===== config.mk =====
export PLATFORM = sky130hd
export DESIGN_NAME = mst_ch_sched_flat
export DESIGN_NICKNAME = d
export VERILOG_FILES = /design/src/rtl/mst_ch_sched_pkg.sv /design/src/rtl/mst_ch_sched_if.sv /design/src/rtl/mst_ch_sched_rr_arb.sv /design/src/rtl/mst_ch_sched.sv /design/src/flat_wrapper.sv
export SDC_FILE = /design/constraint.sdc
export NUM_CORES = 1
export LEC_CHECK = 0
export BUFFER_PORTS_ARGS = -buffer_cell sky130_fd_sc_hd__buf_2
export CAP_MARGIN = 40
export CORE_MARGIN = 2
export CORE_UTILIZATION = 51
export CTS_CLUSTER_DIAMETER = 100
export DETAILED_ROUTE_END_ITERATION = 12
export PLACE_DENSITY = 0.71
export SLEW_MARGIN = 20
export SYNTH_ARGS = -nofsm -noshare
export SYNTH_HDL_FRONTEND = slang
export SYNTH_SLANG_ARGS = --single-unit

===== constraint.sdc =====
create_clock -name clk -period 3.6 [get_ports clk]
set_clock_uncertainty 0.2 [all_clocks]
set_input_delay 0.18 -clock clk [delete_from_list [all_inputs] [get_ports clk]]
set_output_delay 0.18 -clock clk [all_outputs]
set_load 0.01 [all_outputs]

===== src/rtl/mst_ch_sched_pkg.sv =====
// mst_pkg: shared types and constants for the multi-channel streaming scheduler.
//   sched_st_t      - scheduler state encoding (IDLE, ARB, XFER, GAP)
//   CNT_CHANNLS_DEF - default number of scheduled channels
//   GAP_W           - width of the turnaround counter (GAP_CYC is 1..15)
//   sel_w()         - channel-index width, never below one bit
package mst_pkg;

  localparam int CNT_CHANNLS_DEF = 4;
  localparam int GAP_W           = 4;

  typedef enum logic [1:0] {
    IDLE = 2'd0,
    ARB  = 2'd1,
    XFER = 2'd2,
    GAP  = 2'd3
  } sched_st_t;

  function automatic int sel_w(input int n);
    return (n > 1) ? $clog2(n) : 1;
  endfunction

endpackage


===== src/rtl/mst_ch_sched_if.sv =====
// mst_ch_sched_if: channel/PHY handshake bundle of the scheduler.
//   ch_req    - per-channel data-available requests
//   burst_len - beats per grant (0 encodes 2^WIDTH_BURST)
//   rd_rdy    - PHY delivers one beat this cycle
//   seq_err   - per-channel sequence-error flags from the checker
//   rd_req    - read request toward the PHY
//   ch_sel    - index of the granted channel
//   ch_vld    - one-hot beat-valid strobe toward the checker
//   busy      - scheduler is not idle
// master: the scheduler side; slave: the environment driving requests.
interface mst_ch_sched_if
  import mst_pkg::*;
#(
  parameter int CNT_CHANNLS = CNT_CHANNLS_DEF,
  parameter int WIDTH_BURST = 8
);
  localparam int SEL_W = sel_w(CNT_CHANNLS);

  logic                   ch_req [CNT_CHANNLS];
  logic [WIDTH_BURST-1:0] burst_len;
  logic                   rd_rdy;
  logic [CNT_CHANNLS-1:0] seq_err;
  logic                   rd_req;
  logic [SEL_W-1:0]       ch_sel;
  logic                   ch_vld [CNT_CHANNLS];
  logic                   busy;

  modport master (
    input  ch_req, burst_len, rd_rdy, seq_err,
    output rd_req, ch_sel, ch_vld, busy
  );

  modport slave (
    output ch_req, burst_len, rd_rdy, seq_err,
    input  rd_req, ch_sel, ch_vld, busy
  );

endinterface


===== src/rtl/mst_ch_sched_rr_arb.sv =====
// mst_rr_arb: combinational round-robin search.
//   req   - eligible requesters
//   start - index searched first; the search wraps modulo CNT_CHANNLS
//   grant - first eligible index found from start
//   found - at least one requester was eligible
module mst_rr_arb
  import mst_pkg::*;
#(
  parameter int CNT_CHANNLS = CNT_CHANNLS_DEF,
  parameter int SEL_W       = sel_w(CNT_CHANNLS)
) (
  input  logic [CNT_CHANNLS-1:0] req,
  input  logic [SEL_W-1:0]       start,
  output logic [SEL_W-1:0]       grant,
  output logic                   found
);

  int               idx;
  logic [SEL_W-1:0] idx_s;

  always_comb begin
    grant = '0;
    found = 1'b0;
    idx   = 0;
    idx_s = '0;
    for (int i = 0; i < CNT_CHANNLS; i++) begin
      idx = int'(start) + i;
      if (idx >= CNT_CHANNLS) idx = idx - CNT_CHANNLS;
      idx_s = SEL_W'(idx);
      if (!found && req[idx_s]) begin
        found = 1'b1;
        grant = idx_s;
      end
    end
  end

endmodule


===== src/rtl/mst_ch_sched.sv =====
// mst_ch_sched: round-robin burst scheduler for streaming read channels.
// Ports:
//   clk   - rising-edge clock
//   rst_n - synchronous active-low reset
//   bus   - mst_ch_sched_if.master (requests, burst length, PHY handshake,
//           grant index, beat strobes, busy)
// Flow: IDLE -> ARB (one cycle, grant + latch length) -> XFER (beats) ->
// GAP (GAP_CYC idle turnaround cycles) -> IDLE.
// Optional feature, macro MST_CH_SCHED_ERR_SKIP_EN: channels flagging
// seq_err are not eligible, and a seq_err on the active channel ends its
// burst. Without the macro seq_err is ignored.
module mst_ch_sched
  import mst_pkg::*;
#(
  parameter int CNT_CHANNLS = CNT_CHANNLS_DEF,
  parameter int WIDTH_BURST = 8,
  parameter int GAP_CYC     = 2
) (
  input logic            clk,
  input logic            rst_n,
  mst_ch_sched_if.master bus
);

  localparam int SEL_W = sel_w(CNT_CHANNLS);

  sched_st_t              state;
  logic [SEL_W-1:0]       last_grant;
  logic [SEL_W-1:0]       ch_sel_q;
  logic [SEL_W-1:0]       arb_start;
  logic [SEL_W-1:0]       arb_grant;
  logic                   arb_found;
  logic [CNT_CHANNLS-1:0] elig;
  // One extra bit so a length of 2^WIDTH_BURST is representable.
  logic [WIDTH_BURST:0]   len_q;
  logic [WIDTH_BURST:0]   beat_cnt;
  logic [WIDTH_BURST:0]   beat_nxt;
  logic [GAP_W-1:0]       gap_cnt;
  logic                   cur_req;
  logic                   err_exit;

  always_comb begin
    elig = '0;
    for (int i = 0; i < CNT_CHANNLS; i++) begin
`ifdef MST_CH_SCHED_ERR_SKIP_EN
      elig[i] = bus.ch_req[i] & ~bus.seq_err[i];
`else
      elig[i] = bus.ch_req[i];
`endif
    end
  end

`ifdef MST_CH_SCHED_ERR_SKIP_EN
  // The active channel had seq_err low when granted, so a high level now
  // means it rose during the burst.
  assign err_exit = bus.seq_err[ch_sel_q];
`else
  logic unused_seq_err;
  assign unused_seq_err = ^bus.seq_err;
  assign err_exit       = 1'b0;
`endif

  assign arb_start = (last_grant == SEL_W'(CNT_CHANNLS - 1)) ? '0 : last_grant + 1'b1;
  assign cur_req   = bus.ch_req[ch_sel_q];
  assign beat_nxt  = beat_cnt + 1'b1;

  mst_rr_arb #(
    .CNT_CHANNLS (CNT_CHANNLS),
    .SEL_W       (SEL_W)
  ) u_arb (
    .req   (elig),
    .start (arb_start),
    .grant (arb_grant),
    .found (arb_found)
  );

  always_ff @(posedge clk) begin
    if (!rst_n) begin
      state      <= IDLE;
      last_grant <= SEL_W'(CNT_CHANNLS - 1);
      ch_sel_q   <= '0;
      beat_cnt   <= '0;
      gap_cnt    <= '0;
    end else begin
      case (state)
        IDLE: if (|elig) state <= ARB;
        ARB: begin
          if (arb_found) begin
            ch_sel_q   <= arb_grant;
            last_grant <= arb_grant;
            len_q      <= (bus.burst_len == '0) ? {1'b1, {WIDTH_BURST{1'b0}}}
                                                : {1'b0, bus.burst_len};
            beat_cnt   <= '0;
            state      <= XFER;
          end else begin
            state <= IDLE;
          end
        end
        XFER: begin
          if (bus.rd_rdy) beat_cnt <= beat_nxt;
          // A beat arriving as ch_req drops is still counted; the exit on a
          // dropped request waits for a cycle without a beat.
          if (err_exit || (bus.rd_rdy && beat_nxt == len_q) ||
              (!cur_req && !bus.rd_rdy)) begin
            gap_cnt <= '0;
            state   <= GAP;
          end
        end
        GAP: begin
          if (gap_cnt == GAP_W'(GAP_CYC - 1)) state <= IDLE;
          else gap_cnt <= gap_cnt + 1'b1;
        end
        default: state <= IDLE;
      endcase
    end
  end

  assign bus.rd_req = (state == XFER);
  assign bus.busy   = (state != IDLE);
  assign bus.ch_sel = ch_sel_q;

  always_comb begin
    for (int i = 0; i < CNT_CHANNLS; i++) begin
      bus.ch_vld[i] = (state == XFER) && bus.rd_rdy && (ch_sel_q == SEL_W'(i));
    end
  end

endmodule


===== src/flat_wrapper.sv =====
// flat-port wrapper written by rule: the top's interface ports become plain ports
module mst_ch_sched_flat import mst_pkg::*;
#(
  parameter int CNT_CHANNLS = CNT_CHANNLS_DEF,
  parameter int WIDTH_BURST = 8,
  parameter int GAP_CYC     = 2
)
  (clk, rst_n, bus_ch_req, bus_burst_len, bus_rd_rdy, bus_seq_err, bus_rd_req, bus_ch_sel, bus_ch_vld, bus_busy);
  mst_ch_sched_if #(.CNT_CHANNLS(CNT_CHANNLS), .WIDTH_BURST(WIDTH_BURST)) bus_i ();
  input logic clk;
  input logic rst_n;
  input wire logic [$bits(bus_i.ch_req)-1:0] bus_ch_req;
  input wire logic [$bits(bus_i.burst_len)-1:0] bus_burst_len;
  input wire logic [$bits(bus_i.rd_rdy)-1:0] bus_rd_rdy;
  input wire logic [$bits(bus_i.seq_err)-1:0] bus_seq_err;
  output wire logic [$bits(bus_i.rd_req)-1:0] bus_rd_req;
  output wire logic [$bits(bus_i.ch_sel)-1:0] bus_ch_sel;
  output wire logic [$bits(bus_i.ch_vld)-1:0] bus_ch_vld;
  output wire logic [$bits(bus_i.busy)-1:0] bus_busy;
  assign bus_i.ch_req = {>>{bus_ch_req}};
  assign bus_i.burst_len = bus_burst_len;
  assign bus_i.rd_rdy = bus_rd_rdy;
  assign bus_i.seq_err = bus_seq_err;
  assign bus_rd_req = bus_i.rd_req;
  assign bus_ch_sel = bus_i.ch_sel;
  assign bus_ch_vld = {>>{bus_i.ch_vld}};
  assign bus_busy = bus_i.busy;
  mst_ch_sched #(.CNT_CHANNLS(CNT_CHANNLS), .WIDTH_BURST(WIDTH_BURST), .GAP_CYC(GAP_CYC)) u_core (.clk(clk), .rst_n(rst_n), .bus(bus_i));
endmodule

==> results.sh <==
export IMPL_met3_length_um=169
export IMPL_critPathKind="flip-flop to output pin"
export IMPL_cts_sinks=28
export IMPL_grt_pass1_wl_um=5730
export IMPL_clock_fmax_mhz=398
export IMPL_initial_core_util=0.543
export IMPL_hold_viol=0
export IMPL_synth_flop_cell="dfxtp_1"
export IMPL_avgSynthCellArea_um2=8.71
export IMPL_min_path_cells=3
export IMPL_syn_to_final_growth_pct=13.5
export IMPL_cts_hold_fix_buffers=9
export IMPL_synthXorXnorAreaFrac=0.0719
export IMPL_final_min_clock_period_ns=2.51
export IMPL_routed_top_layer="met4"
export IMPL_hold_path_class="input pin to flip-flop"
export IMPL_rsz0062_at_grt="false"
export IMPL_ys_ff_latch=28
export IMPL_syn_area_um2=1670
export IMPL_worstRegToRegCells=7
export IMPL_dp_hpwl_um=2370
export IMPL_grt_pass1_vias=1335
export IMPL_synth_largest_area_cell="dfxtp_1"
export IMPL_vias_per_cell=5.60
export IMPL_grt_max_degree=23
export IMPL_synth_top_area_frac=0.228
export IMPL_period_share=0.698
export IMPL_arrival_ns=2.13
export IMPL_postRouteAntennaNets=0
export IMPL_core_um2=3080
export IMPL_setup_tns_ns=0
export IMPL_synth_edf_count=9
export IMPL_final_area_um2=1900
export IMPL_h_tree_depth=1
export IMPL_muxShareOfSynthArea=0.0135
export IMPL_cp_required_ns=3.22
export IMPL_synthMostInstantiatedCell="nand2_1"
export IMPL_cp_slowest_cell="dfxtp_1"
export IMPL_cp_depth=5
export IMPL_dieWidth_um=61.3
export IMPL_setup_viol=0
export IMPL_maxSlewViolCount=0
export IMPL_wl_met1_um=1560
export IMPL_path_delay_family="simple AND/OR/NAND/NOR gates"
export IMPL_synthDistinctLibCells=47
export IMPL_post_cts_buffers=0
export IMPL_yosysSeqAreaShare=0.389
export IMPL_pre_cts_ws_ns=1.21
export IMPL_peakVddDrop_mv=0.155
export IMPL_clk_pin_slew_ns=0.14
export IMPL_clk_path_buf_depth=2
export IMPL_clk_latency_ns=0.33
export IMPL_drc=0
export IMPL_synth_compound_area_share=0.177
export IMPL_outcome="finished, final reports clean"
export IMPL_p_leak_nw=0.704
export IMPL_grt_usage=0.206
export IMPL_drive_above_1_share=0.169
export IMPL_syn_inst=192
export IMPL_io_pins=27
export IMPL_portBuffers=22
export IMPL_synth_common_cells="nand2_1 (21), dfxtp_1 (19), o21ai_0 (15)"
export IMPL_grt_antenna_before_repair=0
export IMPL_syn_nets=215
export IMPL_cp_max_fo=10
export IMPL_drt_pass1_iterations=4
export IMPL_tightest_slew_ns=0.490
export IMPL_crit_path_cell_trace="nand2b_1 > clkinv_1 > and2_1 > and3_1 > buf_2"
export IMPL_place_area_um2=1780
export IMPL_post_cts_resized=0
export IMPL_dieArea_um2=3750
export IMPL_cpPeakStageDelay_ns=0.47
export IMPL_rows=20
export IMPL_synthArstFlopShare=0
export IMPL_met2_length_um=1550
export IMPL_synth_top_family_by_area="simple AND/OR/NAND/NOR gates"
export IMPL_gp_congestion=0.770
export IMPL_diodes=0
export IMPL_dieHeight_um=61.3
export IMPL_post_drt_wl_per_cell_um=12.9
export IMPL_synth_fa_ha_area_frac=0.0299
export IMPL_yosys_top_cells_area="dfxtp_1 (23%), edfxtp_1 (16%), nand2_1 (4.7%), o21ai_0 (4.5%), a21oi_1 (3.9%)"
export IMPL_ys_warnings_count=0
export IMPL_drt_iter0_markers=85
export IMPL_slew_limit_headroom=0.673
export IMPL_dr_total_vias=1439
export IMPL_cts_buffers=3
export IMPL_final_net_count=237
export IMPL_start_kind="flip-flop"
export IMPL_root_buffer="clkbuf_4"
export IMPL_fin_ws_ns=1.09
export IMPL_tritoncts="built"
export IMPL_drt_wl_total_um=3330
export IMPL_overflow=0
export IMPL_path_buf_inv=2
export IMPL_drv_cap=0
export IMPL_synthSimpleGateAreaFrac=0.275
export IMPL_end_kind="output pin"
export IMPL_p_per_area_nw_per_um2=337
==> worst register-to-register path: cells and delay by family (launching register included) <==
family	cells	cell delay [ns]
AO/OA/AOI/OAI	3	0.80
AND/OR/NAND/NOR	3	0.57
flip-flops	1	0.48
adder cells (fa/ha/maj)	1	0.32
==> per-layer routing <==
layer / up-vias / global-route usage
li1: 728 / -
met1: 662 / 0.278
met2: 44 / 0.316
met3: 5 / 0.0357
met4: 0 / 0.106
met5: - / 0
==> area by class of cell <==
cell class	instances	area (µm²)
Sequential cell	28	651
Tap cell	44	55.1
Clock inverter	1	3.75
Fill cell	288	1180
Timing Repair Buffer	31	200
Multi-Input combinational cell	146	950
Inverter	4	15.0
Clock buffer	3	22.5
==> flip-flops by register name (all words and copies together) (netlist names), named ones only <==
register,count
u_core.beat_cnt,9
u_core.last_grant,2
u_core.state,1
u_core.bus.ch_sel,2
u_core.gap_cnt,4
u_core.len_q,9
==> power breakdown <==
| group | internal, mW | switching (mW) | total, mW |
|---|---|---|---|
| clock | 0.0408 | 0.0922 | 0.133 |
| sequential | 0.347 | 0.0203 | 0.367 |
| combinational | 0.0617 | 0.0771 | 0.139 |
| total | 0.449 | 0.190 | 0.639 |
==> placed cells by master, fill, tap and decap left out, types with 3 or more instances in the layout <==
| master | n |
|---|---|
| inv_1 | 3 |
| nor2_1 | 9 |
| a31oi_1 | 4 |
| o21ai_0 | 15 |
| edfxtp_1 | 9 |
| ha_1 | 4 |
| dfxtp_1 | 19 |
| and2_1 | 7 |
| nor3b_1 | 6 |
| xnor2_1 | 7 |
| nor2b_1 | 6 |
| nand3_1 | 9 |
| clkbuf_4 | 3 |
| xor2_1 | 3 |
| a21oi_1 | 13 |
| or4_1 | 3 |
| buf_2 | 22 |
| dlygate4sd3_1 | 9 |
| nand2_1 | 21 |
| nand2b_1 | 3 |
==> worst paths after layout <==
check | from | endpoint | slack (ns)
setup / recovery | u_core.state[0]$_SDFFE_PN0P_ | bus_ch_vld[0] | 1.09
hold / removal | bus_ch_req[2] | u_core.last_grant[0]$_SDFFE_PN1P_ | 0.02
setup reg to reg | u_core.beat_cnt[0]$_SDFFE_PN0P_ | u_core.state[0]$_SDFFE_PN0P_ | 1.18
hold reg to reg | u_core.last_grant[1]$_SDFFE_PN1P_ | u_core.last_grant[1]$_SDFFE_PN1P_ | 0.29
==> kinds of logic (layout without fill, tap and decap cells) <==
family / after synthesis / after routing
AND/OR/NAND/NOR: 81 / 81
AO/OA/AOI/OAI: 48 / 48
flip-flops: 28 / 28
buffers and inverters: 18 / 39
XOR/XNOR: 12 / 12
adder cells (fa/ha/maj): 4 / 4
multiplexers: 1 / 1
==> per-stage QoR <==
| stage | utilization | hold slack (ns) | power (mW) | instances |
|---|---|---|---|---|
| floorplan | - | 0.139 | 0.467 | 192 |
| global placement | 0.578 | 0.167 | 0.499 | 244 |
| detailed placement | 0.578 | 0.170 | 0.505 | 244 |
| CTS | 0.616 | 0.0117 | 0.643 | 257 |
| global route | 0.616 | 0.0310 | 0.682 | 257 |
| finish | 0.616 | 0.0178 | 0.639 | 257 |
Note: power is estimated with default switching activity, not from simulation.
